$ cat config.mk
export PLATFORM = sky130hd
export DESIGN_NAME = rx_frame_sync
export DESIGN_NICKNAME = d
export VERILOG_FILES = /design/src/rtl/rx_frame_sync.sv
export SDC_FILE = /design/constraint.sdc
export NUM_CORES = 1
export LEC_CHECK = 0
export CELL_PAD_IN_SITES_DETAIL_PLACEMENT = 1
export CELL_PAD_IN_SITES_GLOBAL_PLACEMENT = 1
export CORE_UTILIZATION = 51
export DETAILED_ROUTE_END_ITERATION = 10
export GPL_ROUTABILITY_DRIVEN = 0
export GPL_TIMING_DRIVEN = 0
export PLACE_DENSITY_LB_ADDON = 0.1
export SLEW_MARGIN = 20
export SYNTH_ARGS = -nofsm -noshare
export SYNTH_HDL_FRONTEND = slang
export SYNTH_SLANG_ARGS = --single-unit
$ cat constraint.sdc
create_clock -name clk -period 11 [get_ports clk]
set_input_delay 1.1 -clock clk [delete_from_list [all_inputs] [get_ports clk]]
set_output_delay 1.1 -clock clk [all_outputs]
set_load 0.02 [all_outputs]
$ cat src/rtl/rx_frame_sync.sv
// Receive front end: resynchronises the oversampled rfin stream, recovers bit
// timing from its transitions, hunts for the sync word and captures one payload.
module rx_frame_sync #(
  parameter int                OSR          = 8,
  parameter int                SYNC_W       = 16,
  parameter logic [SYNC_W-1:0] SYNC_WORD    = 16'hD391,
  parameter int                MAX_ERR      = 1,
  parameter int                PAYLOAD_BITS = 64,
  parameter int                LOS_BITS     = 16
) (
  input  logic                    clk,
  input  logic                    rst,
  input  logic                    rfin,
  input  logic                    en,
  output logic                    bit_stb,
  output logic                    bit_out,
  output logic                    sync_det,
  output logic [PAYLOAD_BITS-1:0] pkt_data,
  output logic                    pkt_valid,
  output logic                    abort,
  output logic                    busy
);

  localparam int PH_W    = $clog2(OSR);
  localparam int FILL_W  = $clog2(SYNC_W + 1);
  localparam int BC_W    = $clog2(PAYLOAD_BITS + 1);
  localparam int LOS_MAX = LOS_BITS * OSR;
  localparam int LOS_W   = $clog2(LOS_MAX + 1);

  typedef enum logic [1:0] {IDLE, SEARCH, PAYLOAD} state_t;

  state_t                  state, state_nx;
  logic [1:0]              sync_ff;
  logic                    rfin_s, rfin_d, rfin_edge;
  logic [PH_W-1:0]         phase;
  logic                    stb_c;
  logic [SYNC_W-1:0]       sync_sr, sync_nx, sync_diff;
  logic [FILL_W-1:0]       fill, fill_nx;
  logic [FILL_W-1:0]       err_cnt;
  logic                    match;
  logic [PAYLOAD_BITS-1:0] pay_sr, pay_nx;
  logic [BC_W-1:0]         bit_cnt, bit_nx;
  logic                    done;
  logic [LOS_W-1:0]        los_cnt, los_nx;
  logic                    los_hit;
  logic                    sync_hit, pkt_done, los_abort;

  // Two-flop synchroniser plus one more stage for transition detection
  always_ff @(posedge clk or posedge rst) begin
    if (rst) begin
      sync_ff <= '0;
      rfin_d  <= 1'b0;
    end else begin
      sync_ff <= {sync_ff[0], rfin};
      rfin_d  <= rfin_s;
    end
  end

  assign rfin_s    = sync_ff[1];
  assign rfin_edge = rfin_s ^ rfin_d;

  // An edge cycle is phase 0, so the sample lands mid-bit OSR/2 cycles later
  always_ff @(posedge clk or posedge rst) begin
    if (rst)                           phase <= '0;
    else if (state == IDLE)            phase <= '0;
    else if (rfin_edge)                phase <= PH_W'(1);
    else if (phase == PH_W'(OSR - 1))  phase <= '0;
    else                               phase <= phase + 1'b1;
  end

  assign stb_c = en && (state != IDLE) && !rfin_edge && (phase == PH_W'(OSR / 2));

  always_ff @(posedge clk or posedge rst) begin
    if (rst) begin
      bit_stb <= 1'b0;
      bit_out <= 1'b0;
    end else begin
      bit_stb <= stb_c;
      bit_out <= stb_c & rfin_s;
    end
  end

  always_comb begin
    sync_nx   = {sync_sr[SYNC_W-2:0], bit_out};
    fill_nx   = (fill == FILL_W'(SYNC_W)) ? fill : fill + 1'b1;
    sync_diff = sync_nx ^ SYNC_WORD;
    err_cnt   = '0;
    for (int i = 0; i < SYNC_W; i++) err_cnt = err_cnt + FILL_W'(sync_diff[i]);
    match     = (fill_nx == FILL_W'(SYNC_W)) && (err_cnt <= FILL_W'(MAX_ERR));
    pay_nx    = {pay_sr[PAYLOAD_BITS-2:0], bit_out};
    bit_nx    = bit_cnt + 1'b1;
    done      = bit_stb && (bit_nx == BC_W'(PAYLOAD_BITS));
    los_nx    = rfin_edge ? '0 : ((los_cnt == LOS_W'(LOS_MAX)) ? los_cnt : los_cnt + 1'b1);
    los_hit   = (los_nx == LOS_W'(LOS_MAX));
  end

  always_ff @(posedge clk or posedge rst) begin
    if (rst) state <= IDLE;
    else     state <= state_nx;
  end

  always_comb begin
    state_nx = state;
    if (!en) state_nx = IDLE;
    else begin
      case (state)
        IDLE:    state_nx = SEARCH;
        SEARCH:  if (bit_stb && match) state_nx = PAYLOAD;
        PAYLOAD: if (done || los_hit) state_nx = SEARCH;
        default: state_nx = IDLE;
      endcase
    end
  end

  // Completion outranks loss of signal when both land in the same cycle
  always_comb begin
    sync_hit  = en && (state == SEARCH) && bit_stb && match;
    pkt_done  = en && (state == PAYLOAD) && done;
    los_abort = en && (state == PAYLOAD) && !done && los_hit;
    busy      = (state == PAYLOAD);
  end

  always_ff @(posedge clk or posedge rst) begin
    if (rst) begin
      sync_det  <= 1'b0;
      pkt_valid <= 1'b0;
      abort     <= 1'b0;
      pkt_data  <= '0;
      sync_sr   <= '0;
      fill      <= '0;
      pay_sr    <= '0;
      bit_cnt   <= '0;
      los_cnt   <= '0;
    end else begin
      sync_det  <= sync_hit;
      pkt_valid <= pkt_done;
      abort     <= los_abort;
      if (pkt_done) pkt_data <= pay_nx;

      // Completion clears the hunt window so back-to-back frames need a full sync word
      if (state == IDLE || pkt_done) begin
        sync_sr <= '0;
        fill    <= '0;
      end else if (los_abort) begin
        fill    <= '0;
      end else if (state == SEARCH && bit_stb) begin
        sync_sr <= sync_nx;
        fill    <= fill_nx;
      end

      if (state == PAYLOAD && bit_stb) pay_sr <= pay_nx;

      if (state != PAYLOAD) bit_cnt <= '0;
      else if (bit_stb)     bit_cnt <= bit_nx;

      if (state != PAYLOAD) los_cnt <= '0;
      else                  los_cnt <= los_nx;
    end
  end

endmodule

==> out/results.ini, run 1 <==
[outcome]
outcome=finished with violations
violations=DRC

[synthesis]
ys_top_cells_by_area=dfrtp_1 57%, mux2_2 11%, mux2_4 9.5%
syn_avg_cell_area_um2=14.0
ys_seq_elements=175
yosysTopAreaCell=dfrtp_1
yosysMostFrequentCell=dfrtp_1
async_flop_share_pct=100
yosysSeqAreaShare_pct=56.7
synth_top_area_share_pct=56.7
synth_cell_types=50
synth_edf_count=0
synth_nets=578
synth_top_flop_cell=dfrtp_1
synth_area_mm2=0.00772
yosys_warnings=0
syn-instance-count=550
netlist_top_cells_count=175 x dfrtp_1, 77 x mux2_2, 49 x mux2_4

[setup_path]
crit_chain=fa_1 > inv_1 > fa_1 > fa_1 > inv_1 > fa_1 > inv_1 > ha_1 > fa_1 > nor4_1 > nand3_1 > or3_1 > a32o_1
critical-path-top-delay-family=adder cells
slowest_stage=fa_1
cp_max_fo=3
endpoint_kind=register
cp.arrival_ns=4.62
cp.required_ns=11.31
crit_top_cell=fa_1
worst_setup_path_start_kind=register
max_stage_delay_ns=0.55
critPathBufInv=3
criticalPathCategory=reg -> reg

[detailed_routing]
via_per_inst=5.32
wirelength_um=15600
wl_per_cell_um=18.5
drt-initial-drc-count=200
post-route-drc-count=18
vias=4472
dr.pass1.iters=7
ant_nets=0

[cts]
cts_inserted_buffers=17
clk_pin_slew_worst_paths_ns=0.07
root_buffer=clkbuf_16
clockBufferDepth=2
cts_setup_buffers=0
clk_latency_ns=0.42
cts_hold_buf=0
htreeDepth=4
cts_tree=built
post_cts_resized=0
cts_sinks=175

[finish]
nNetsFinal=671
areaGrowthSynthToFinish_pct=21.0
drive_gt1_share_pct=29.1
antenna_cells=0

[placed_design]
detailedPlace.worstSlack_ns=6.69
hpwl_um=10200
portBuffers=73

[sta]
maxSlewViolCount=0
final-setup-viol-count=0
period_share_pct=39.3
slew_headroom_pct=63.7
fmax_mhz=232
timing.hold.ws_ns=0.361
finalClockSkew_ns=0.00673
fin_crit_ns=4.32
fin_ws_ns=6.68
hold_viol=0
worstMarginPinSlew_ns=0.544
rsz0062_at_grt=false
tns_ns=0

[floorplanning]
rows=44
dieWidth_um=125
die-area_mm2=0.0156
coreArea_mm2=0.0146
die-height_um=125
io_pins=74
start_util_pct=52.7

[grt]
top_usage_layer=met2
grt.overflow.total=0
antenna_found_initial=0
grt.total_usage_pct=21.9
grt_max_degree=108
met3_usage_pct=4.28
grt_pass1_wl_um=26800
grt_util_met2_pct=38.5
grt_util_met1_pct=27.6
grt_pass1_vias=5092

[power_and_ir_drop]
power_density_mw_per_mm2=141
leakagePower_nw=4.47
power_w=0.00132
peakVddDrop_v=0.000108

[worst_hold_path]
hold_class=reg -> reg

[job]
cap_violations=0

-- power breakdown --
part           switching (W)  internal, W
Clock               0.000256     0.000386
Combinational      0.0000204   0.00000576
Sequential        0.00000186     0.000646
Total               0.000278      0.00104
-- cells by family after synthesis --
family | count (synthesis) | share of synthesized area, %
XOR/XNOR | 19 | 2.16
buffers and inverters | 60 | 4.43
AND/OR/NAND/NOR | 101 | 6.92
AO/OA/AOI/OAI | 42 | 3.73
multiplexers | 129 | 21.2
flip-flops | 175 | 56.7
adder cells (fa/ha/maj) | 24 | 4.86
-- routing by layer --
layer / up-vias / wire length (um)
li1: 2061 / -
met1: 2330 / 6840
met2: 71 / 8140
met3: 10 / 419
met4: 0 / 152
met5: - / 0
-- layout make-up --
cell class	count	area (um^2)
Inverter	34	135
Buffer	26	214
Fill cell	1377	5300
Clock buffer	18	439
Tap cell	184	230
Timing Repair Buffer	74	758
Multi-Input combinational cell	315	3000
Clock inverter	14	189
Sequential cell	175	4380
-- flip-flops by register name, indices dropped and copies added, names as in the netlist, 2 cells and up --
signal	count
bit_cnt	7
fill	5
los_cnt	8
pay_sr	63
phase	3
pkt_data	64
state	2
sync_ff	2
sync_sr	15
-- metrics by stage --
step	util (%)	area, um^2	instances
floorplan	-	7720	550
global placement	59.3	8680	807
detailed placement	59.5	8710	808
CTS	63.8	9340	840
global route	63.8	9340	840
finish	63.8	9340	840
-- worst reg2reg max path, stage by stage (launching register included) --
cell	delay (ns)
dfrtp_1	0.42
fa_1	0.55
inv_1	0.05
fa_1	0.46
fa_1	0.51
inv_1	0.05
fa_1	0.47
inv_1	0.05
ha_1	0.22
fa_1	0.46
nor4_1	0.23
nand3_1	0.11
or3_1	0.37
a32o_1	0.27
-- worst paths after layout --
kind | to | cells past startpoint | from | slack [ns]
max | state[0] | 13 | sync_sr[3] | 6.68
min | sync_ff[1] | 0 | sync_ff[0] | 0.36
max reg2reg | state[0] | 13 | sync_sr[3] | 6.68
min reg2reg | sync_ff[1] | 0 | sync_ff[0] | 0.36
max in group asynchronous | pkt_data[8] | 3 | rst | 8.99
min in group asynchronous | los_cnt[5] | 2 | rst | 1.13
-- placed cells by master, fill, tap and decap left out, types with 2 or more instances in the layout --
cell type	instances
dfrtp_1	175
mux2_2	77
clkdlybuf4s50_1	73
mux2_4	49
inv_1	33
nor2_1	30
nand2_1	28
clkbuf_16	17
ha_1	14
o21ai_0	13
buf_2	12
xor2_1	11
fa_1	10
xnor2_1	8
nand3_1	7
a21oi_1	6
a31oi_1	5
nand4_1	5
buf_12	5
clkbuf_1	5
a22o_1	5
nor2b_1	4
and2_1	4
bufinv_16	4
clkinv_2	4
mux2i_1	3
nor3_1	3
o21ai_1	3
clkinvlp_4	3
buf_6	2
and3_1	2
a311oi_1	2
nand2b_1	2
nor3_2	2
and4_1	2
nor4_1	2
o22ai_1	2
inv_6	2
Power figures use the tool's default switching activity.
==> run 2, diff against run 1 <==
--- a/config.mk
+++ b/config.mk
@@ -7,7 +7,7 @@
 export LEC_CHECK = 0
 export CELL_PAD_IN_SITES_DETAIL_PLACEMENT = 1
 export CELL_PAD_IN_SITES_GLOBAL_PLACEMENT = 1
-export CORE_UTILIZATION = 51
+export CORE_UTILIZATION = 43
 export DETAILED_ROUTE_END_ITERATION = 10
 export GPL_ROUTABILITY_DRIVEN = 0
 export GPL_TIMING_DRIVEN = 0
==> constraint.sdc (replaced) <==
create_clock -name clk -period 3.5 [get_ports clk]
set_input_delay 0.35 -clock clk [delete_from_list [all_inputs] [get_ports clk]]
set_output_delay 0.35 -clock clk [all_outputs]
set_load 0.02 [all_outputs]
==> run 2 against run 1 <==
Net effect:
- clock-buffer cell count fell by 1
- the flow finishes with violations (setup timing)
- clock power increased to 2.9 times the previous value
- critical path type unchanged
- largest cell class unchanged
- power grew to 3.0 times the previous value
- routed wire length is 3.4% lower
- largest power group unchanged
- combinational power increased to 3.7 times the previous value
- die area up 18%
- core utilization shrank 9.2 points
- global-route usage shrank 3.7 points
==> out/results.ini, run 2 (synthesis results as in run 1) <==
[sta]
slew_headroom_pct=66.9  ; +3.1 points
hold_viol=0  ; unchanged
tns_ns=-1.99  ; -1.99 ns
fin_crit_ns=4.20  ; -0.117 ns
fin_ws_ns=-0.701  ; -7.38 ns
maxSlewViolCount=0  ; unchanged
final-setup-viol-count=3  ; +3
period_share_pct=120  ; +81 points
rsz0062_at_grt=true
finalClockSkew_ns=0.00785  ; +0.00113 ns
fmax_mhz=238  ; +2.8%
worstMarginPinSlew_ns=0.496  ; -0.0482 ns

[cts]
cts_tree=built
cts_sinks=175  ; unchanged
root_buffer=clkbuf_16
clk_latency_ns=0.43  ; about the same
clockBufferDepth=2  ; unchanged
clk_pin_slew_worst_paths_ns=0.07  ; about the same
cts_hold_buf=0  ; unchanged
cts_inserted_buffers=17  ; unchanged
htreeDepth=4  ; unchanged

[grt]
antenna_found_initial=0  ; unchanged
grt.total_usage_pct=18.2  ; -3.7 points
grt_pass1_wl_um=25800  ; -4.1%
grt_pass1_vias=4950  ; -2.8%
grt.overflow.total=0  ; unchanged
grt_max_degree=35  ; -68%

[setup_path]
max_stage_delay_ns=0.55  ; about the same
cp.required_ns=3.82  ; -7.49 ns
crit_chain=inv_2 > fa_1 > inv_2 > fa_1 > fa_1 > inv_1 > fa_1 > inv_1 > ha_2 > fa_1 > nor4_2 > nand3_1 > or3_4 > a32o_1
reg2regPathDepth=14  ; +1
cp.arrival_ns=4.52  ; -0.10 ns
endpoint_kind=register
criticalPathCategory=reg -> reg
slowest_stage=fa_1
crit_end=state[0]
reg2reg_slack_ns=-0.70  ; -7.38 ns
reg2reg_to=state[0]
startpoint=sync_sr[12]
cp_max_fo=2  ; -1
worst_setup_path_start_kind=register
critical-path-top-delay-family=adder cells
critPathBufInv=4  ; +1
r2r_start=sync_sr[12]
crit_cells=14  ; +1
crit_top_cell=fa_1

[floorplanning]
die-height_um=136  ; +8.8%
io_pins=74  ; unchanged
coreArea_mm2=0.0174  ; +19%
rows=48  ; +9.1%
dieWidth_um=136  ; +8.8%
start_util_pct=44.3  ; -8.4 points
die-area_mm2=0.0185  ; +18%

[finish]
multiInputGateArea_mm2=0.00302  ; +0.84%
final_common_cell=dfrtp_1
final_cell_mix=175 x dfrtp_1, 77 x mux2_2, 73 x clkdlybuf4s50_1
antenna_cells=0  ; unchanged
areaGrowthSynthToFinish_pct=23.2
largest_reg_flops=64  ; unchanged
register_area_mm2=0.00438  ; unchanged
top_register=pkt_data
drive_gt1_share_pct=31.3  ; +2.2 points
reg_top3=pkt_data x64, pay_sr x63, sync_sr x15
num-fill-cells=1724  ; +25%
nNetsFinal=680  ; +1.3%

[power_and_ir_drop]
peakVddDrop_v=0.000348  ; +220%
power_density_mw_per_mm2=419  ; +200%
leakagePower_nw=4.51  ; +0.94%

[worst_hold_path]
hold_class=in -> async

[outcome]
outcome=finished with violations
violations=setup timing

[placed_design]
hpwl_um=10600  ; +3.8%
detailedPlace.worstSlack_ns=-0.721  ; -7.41 ns
portBuffers=73  ; unchanged

[job]
cap_violations=0  ; unchanged

[detailed_routing]
dr.pass1.iters=4  ; -3
post-route-drc-count=0  ; -18
via_per_inst=5.02  ; -5.8%
drt-initial-drc-count=155  ; -23%
wirelength_um=15000  ; -3.4%
wl_per_cell_um=16.9  ; -8.9%
vias=4464  ; -0.18%
ant_nets=0  ; unchanged

[run 2: cell types whose count changed in the layout (fill, tap and decap cells not counted), sizes merged]
cell / before / now
buf: 21 / 30
bufinv: 4 / 1
inv: 36 / 39
clkbuf: 24 / 23
clkinvlp: 3 / 4
[run 2: area by class of cell]
cell class              count  area share, %
repair buffers             83           9.47
plain buffers              26           2.25
multi-input cells         315           31.8
flip-flops and latches    175           46.1
clock buffers              17           4.48
well taps                 225           2.96
clock inverters            15           1.59
inverters                  34           1.38
[run 2: metrics by stage]
step	instance area (um^2)	utilization [%]	cells	hold slack (ns)	power, W
after detailed placement	8870	50.9	854	0.337	0.00217
after CTS	9480	54.4	888	0.305	0.00405
after floorplan	7720	-	550	0.331	0.00213
after global placement	8740	50.2	848	0.338	0.00215
final	9500	54.6	890	0.301	0.00398
after global routing	9500	54.6	890	0.322	0.00413
[run 2: worst register-to-register path, delay by kind of cell (launching register included)]
kind	cells	cell delay, ns
simple gates	3	0.66
buf+inv	4	0.20
fa+ha+maj	6	2.61
compound gates	1	0.23
flops	1	0.38
[run 2: layer usage]
metal,vias to the layer above,global-route usage [%],wire (um)
met5,-,0,0
met4,0,5.74,192
met3,19,3.62,385
met2,62,31.1,7700
met1,2295,23.1,6740
li1,2088,-,-
[run 2: worst min path at each step]
stage                from          to  slack (ns)  cells past startpoint
6_report              rst      rfin_d        0.30                      2
5_1_grt               rst      rfin_d        0.32                      2
4_1_cts               rst  bit_cnt[1]        0.30                      2
3_5_place_dp   sync_ff[0]  sync_ff[1]        0.34                      0
3_3_place_gp   sync_ff[0]  sync_ff[1]        0.34                      0
2_1_floorplan  sync_ff[0]  sync_ff[1]        0.33                      0
[run 2: power by group]
part	switching (W)	leakage (nW)	total [W]	internal (W)
Clock	0.000848	0.278	0.00185	0.00100
Combinational	0.0000665	1.80	0.0000966	0.0000301
Sequential	0.00000539	2.44	0.00203	0.00203
Total	0.000920	4.51	0.00398	0.00306
[run 2: repair_timing]
item	in CTS	in global routing
gates resized for setup	5	4
cloned	0	0
setup endpoints to repair	3	3
buffers inserted	2	2
pin swaps	1	0
==> run 3, diff against run 2 <==
--- a/config.mk
+++ b/config.mk
@@ -16,3 +16,4 @@
 export SYNTH_ARGS = -nofsm -noshare
 export SYNTH_HDL_FRONTEND = slang
 export SYNTH_SLANG_ARGS = --single-unit
+export TNS_END_PERCENT = 50
==> run 3 against run 2 <==
Net effect:
- the run still ends with setup timing left
- routed wire length down 2.2%
- register-to-register slack better by 0.03 ns
- clock power down 2%
- setup slack better by 0.026 ns
- worst hold slack better by 0.051 ns
- critical endpoint unchanged
- largest power group unchanged
==> out/results.ini, run 3 (synthesis results as in run 1) <==
[placed_design]
portBuffers=73  ; unchanged
hpwl_um=10400  ; -2.0%
numPlacedInstances=853  ; -0.12%

[power_and_ir_drop]
p_switching_w=0.000886  ; -3.8%
comb_power_share_pct=2.3  ; about the same
clkPwrFrac_pct=45.9  ; -0.6 points
power_w=0.00393  ; -1.2%
power_density_mw_per_mm2=417  ; -0.55%
switching_share_pct=22.5  ; -0.59 points
internal-power_w=0.00305  ; -0.48%
seq_power_share_pct=51.8  ; +0.7 points
peakVddDrop_v=0.000348  ; about the same
leakagePower_nw=4.48  ; -0.63%

[setup_path]
slowest_stage=fa_1
endpoint_kind=register
cp.required_ns=3.81  ; about the same
crit_top_cell=fa_1
cp_max_fo=3  ; +1
criticalPathCategory=reg -> reg
crit_chain=inv_2 > fa_1 > inv_1 > fa_1 > fa_1 > inv_1 > fa_1 > inv_1 > ha_2 > fa_1 > nor4_2 > nand3_1 > or3_4 > a32o_1
cp.arrival_ns=4.48  ; -0.04 ns
worst_setup_path_start_kind=register
max_stage_delay_ns=0.52  ; -0.03 ns

[detailed_routing]
dr.pass1.iters=4  ; unchanged
top_layer=met4
vias=4483  ; +0.43%
wl_met2_um=7230  ; -6.0%
wl_met1_um=6780  ; +0.56%
wirelength_um=14700  ; -2.2%
ant_nets=0  ; unchanged
wl_per_cell_um=16.5  ; -2.0%
via_per_inst=5.05  ; +0.65%
drt-initial-drc-count=143  ; -7.7%
met3_length_um=485  ; +26%
post-route-drc-count=0  ; unchanged

[cts]
htreeDepth=4  ; unchanged
root_buffer=clkbuf_16
clk_pin_slew_worst_paths_ns=0.07  ; about the same
clk_latency_ns=0.42  ; about the same
cts_inserted_buffers=17  ; unchanged
cts_sinks=175  ; unchanged
clockBufferDepth=2  ; unchanged
cts_tree=built

[grt]
grt.total_usage_pct=17.8  ; -0.40 points
grt.overflow.total=0  ; unchanged
grt_pass1_vias=4911  ; -0.79%
antenna_found_initial=0  ; unchanged
grt_max_degree=36  ; +2.9%
grt_pass1_wl_um=25400  ; -1.4%

[outcome]
violations=setup timing
outcome=finished with violations

[finish]
largest_reg_flops=64  ; unchanged
reg_top3=pkt_data x64, pay_sr x63, sync_sr x15
top_register=pkt_data
final_cell_mix=175 x dfrtp_1, 77 x mux2_2, 73 x clkdlybuf4s50_1
num-fill-cells=1729  ; +0.29%
antenna_cells=0  ; unchanged
final_common_cell=dfrtp_1
nNetsFinal=678  ; -0.29%
multiInputGateArea_mm2=0.00301  ; -0.37%
areaGrowthSynthToFinish_pct=22.3
drive_gt1_share_pct=30.3  ; -0.96 points
register_area_mm2=0.00438  ; unchanged
instances_no_fill=888  ; -0.22%
utilization_pct=54.2  ; -0.38 points

[floorplanning]
die-area_mm2=0.0185  ; unchanged
dieWidth_um=136  ; unchanged
rows=48  ; unchanged
coreArea_mm2=0.0174  ; unchanged
start_util_pct=44.3  ; unchanged
io_pins=74  ; unchanged
die-height_um=136  ; unchanged

[sta]
fmax_mhz=240  ; +0.61%
slew_headroom_pct=53.4  ; -14 points
final-setup-viol-count=3  ; unchanged
maxSlewViolCount=0  ; unchanged
rsz0062_at_grt=true
fin_ws_ns=-0.675  ; +0.0256 ns
worstMarginPinSlew_ns=0.698  ; +0.202 ns
tns_ns=-1.80  ; +0.186 ns
hold_viol=0  ; unchanged
finalClockSkew_ns=0.00738  ; -0.000478 ns
period_share_pct=119  ; -0.73 points
fin_crit_ns=4.18  ; -0.0256 ns

[worst_hold_path]
hold_class=reg -> reg

[job]
cap_violations=0  ; unchanged

run 3: changes by cell type in the layout (fill, tap and decap cells not counted), moves of 2 or more:
cell and change:
inv_8 -3, inv_1 +2, inv_2 -2, inv_6 +2
run 3: worst max-delay path, delay by kind of cell (launching register included):
kind / cells / cell delay, ns
adder cells (fa/ha/maj): 6 / 2.58
AND/OR/NAND/NOR: 3 / 0.67
flip-flops: 1 / 0.37
AO/OA/AOI/OAI: 1 / 0.23
buffers and inverters: 4 / 0.21
run 3: final cells by class:
cell class                      count  share of cell area, %
Clock buffer                       18                   4.55
Timing Repair Buffer               81                   9.12
Multi-Input combinational cell    315                   31.9
Inverter                           34                   1.39
Sequential cell                   175                   46.4
Buffer                             26                   2.27
Tap cell                          225                   2.98
Clock inverter                     14                   1.39
run 3: stage by stage:
step / hold slack, ns / cell area, um^2 / worst slack [ns]
floorplan: 0.331 / 7720 / -0.603
global placement: 0.337 / 8730 / -0.787
detailed placement: 0.340 / 8840 / -0.839
CTS: 0.340 / 9430 / -0.706
global route: 0.355 / 9440 / -0.894
finish: 0.352 / 9440 / -0.675
run 3: metal layers:
metal	track usage, %	up-vias
met4	5.93	0
met5	0	-
met1	23.3	2327
met2	28.8	65
met3	4.40	15
li1	-	2076
run 3: final timing paths:
| path | from | endpoint | slack, ns | cells after the start |
|---|---|---|---|---|
| setup / recovery | sync_sr[12] | state[0] | -0.68 | 14 |
| max in group asynchronous | rst | pay_sr[16] | 2.05 | 5 |
| setup reg to reg | sync_sr[12] | state[0] | -0.68 | 14 |
| hold / removal | sync_ff[0] | sync_ff[1] | 0.35 | 0 |
| min in group asynchronous | rst | pkt_data[45] | 0.39 | 2 |
| hold reg to reg | sync_ff[0] | sync_ff[1] | 0.35 | 0 |
run 3: power groups by stage:
| stage | clock network (W) | logic (W) | registers [W] |
|---|---|---|---|
| 3_3_place_gp | 0 | 0.0000776 | 0.00207 |
| 2_1_floorplan | 0 | 0.0000553 | 0.00207 |
| 5_1_grt | 0.00193 | 0.000108 | 0.00203 |
| 6_report | 0.00181 | 0.0000914 | 0.00204 |
| 4_1_cts | 0.00187 | 0.0000955 | 0.00203 |
| 3_5_place_dp | 0 | 0.0000951 | 0.00207 |
run 3: what timing repair did:
item / in CTS / in global routing
resized for setup: 3 / 1
setup buffers: 3 / 0
pin swaps: 9 / 1
hold buffers: 0 / 0
setup endpoints to repair: 3 / 3
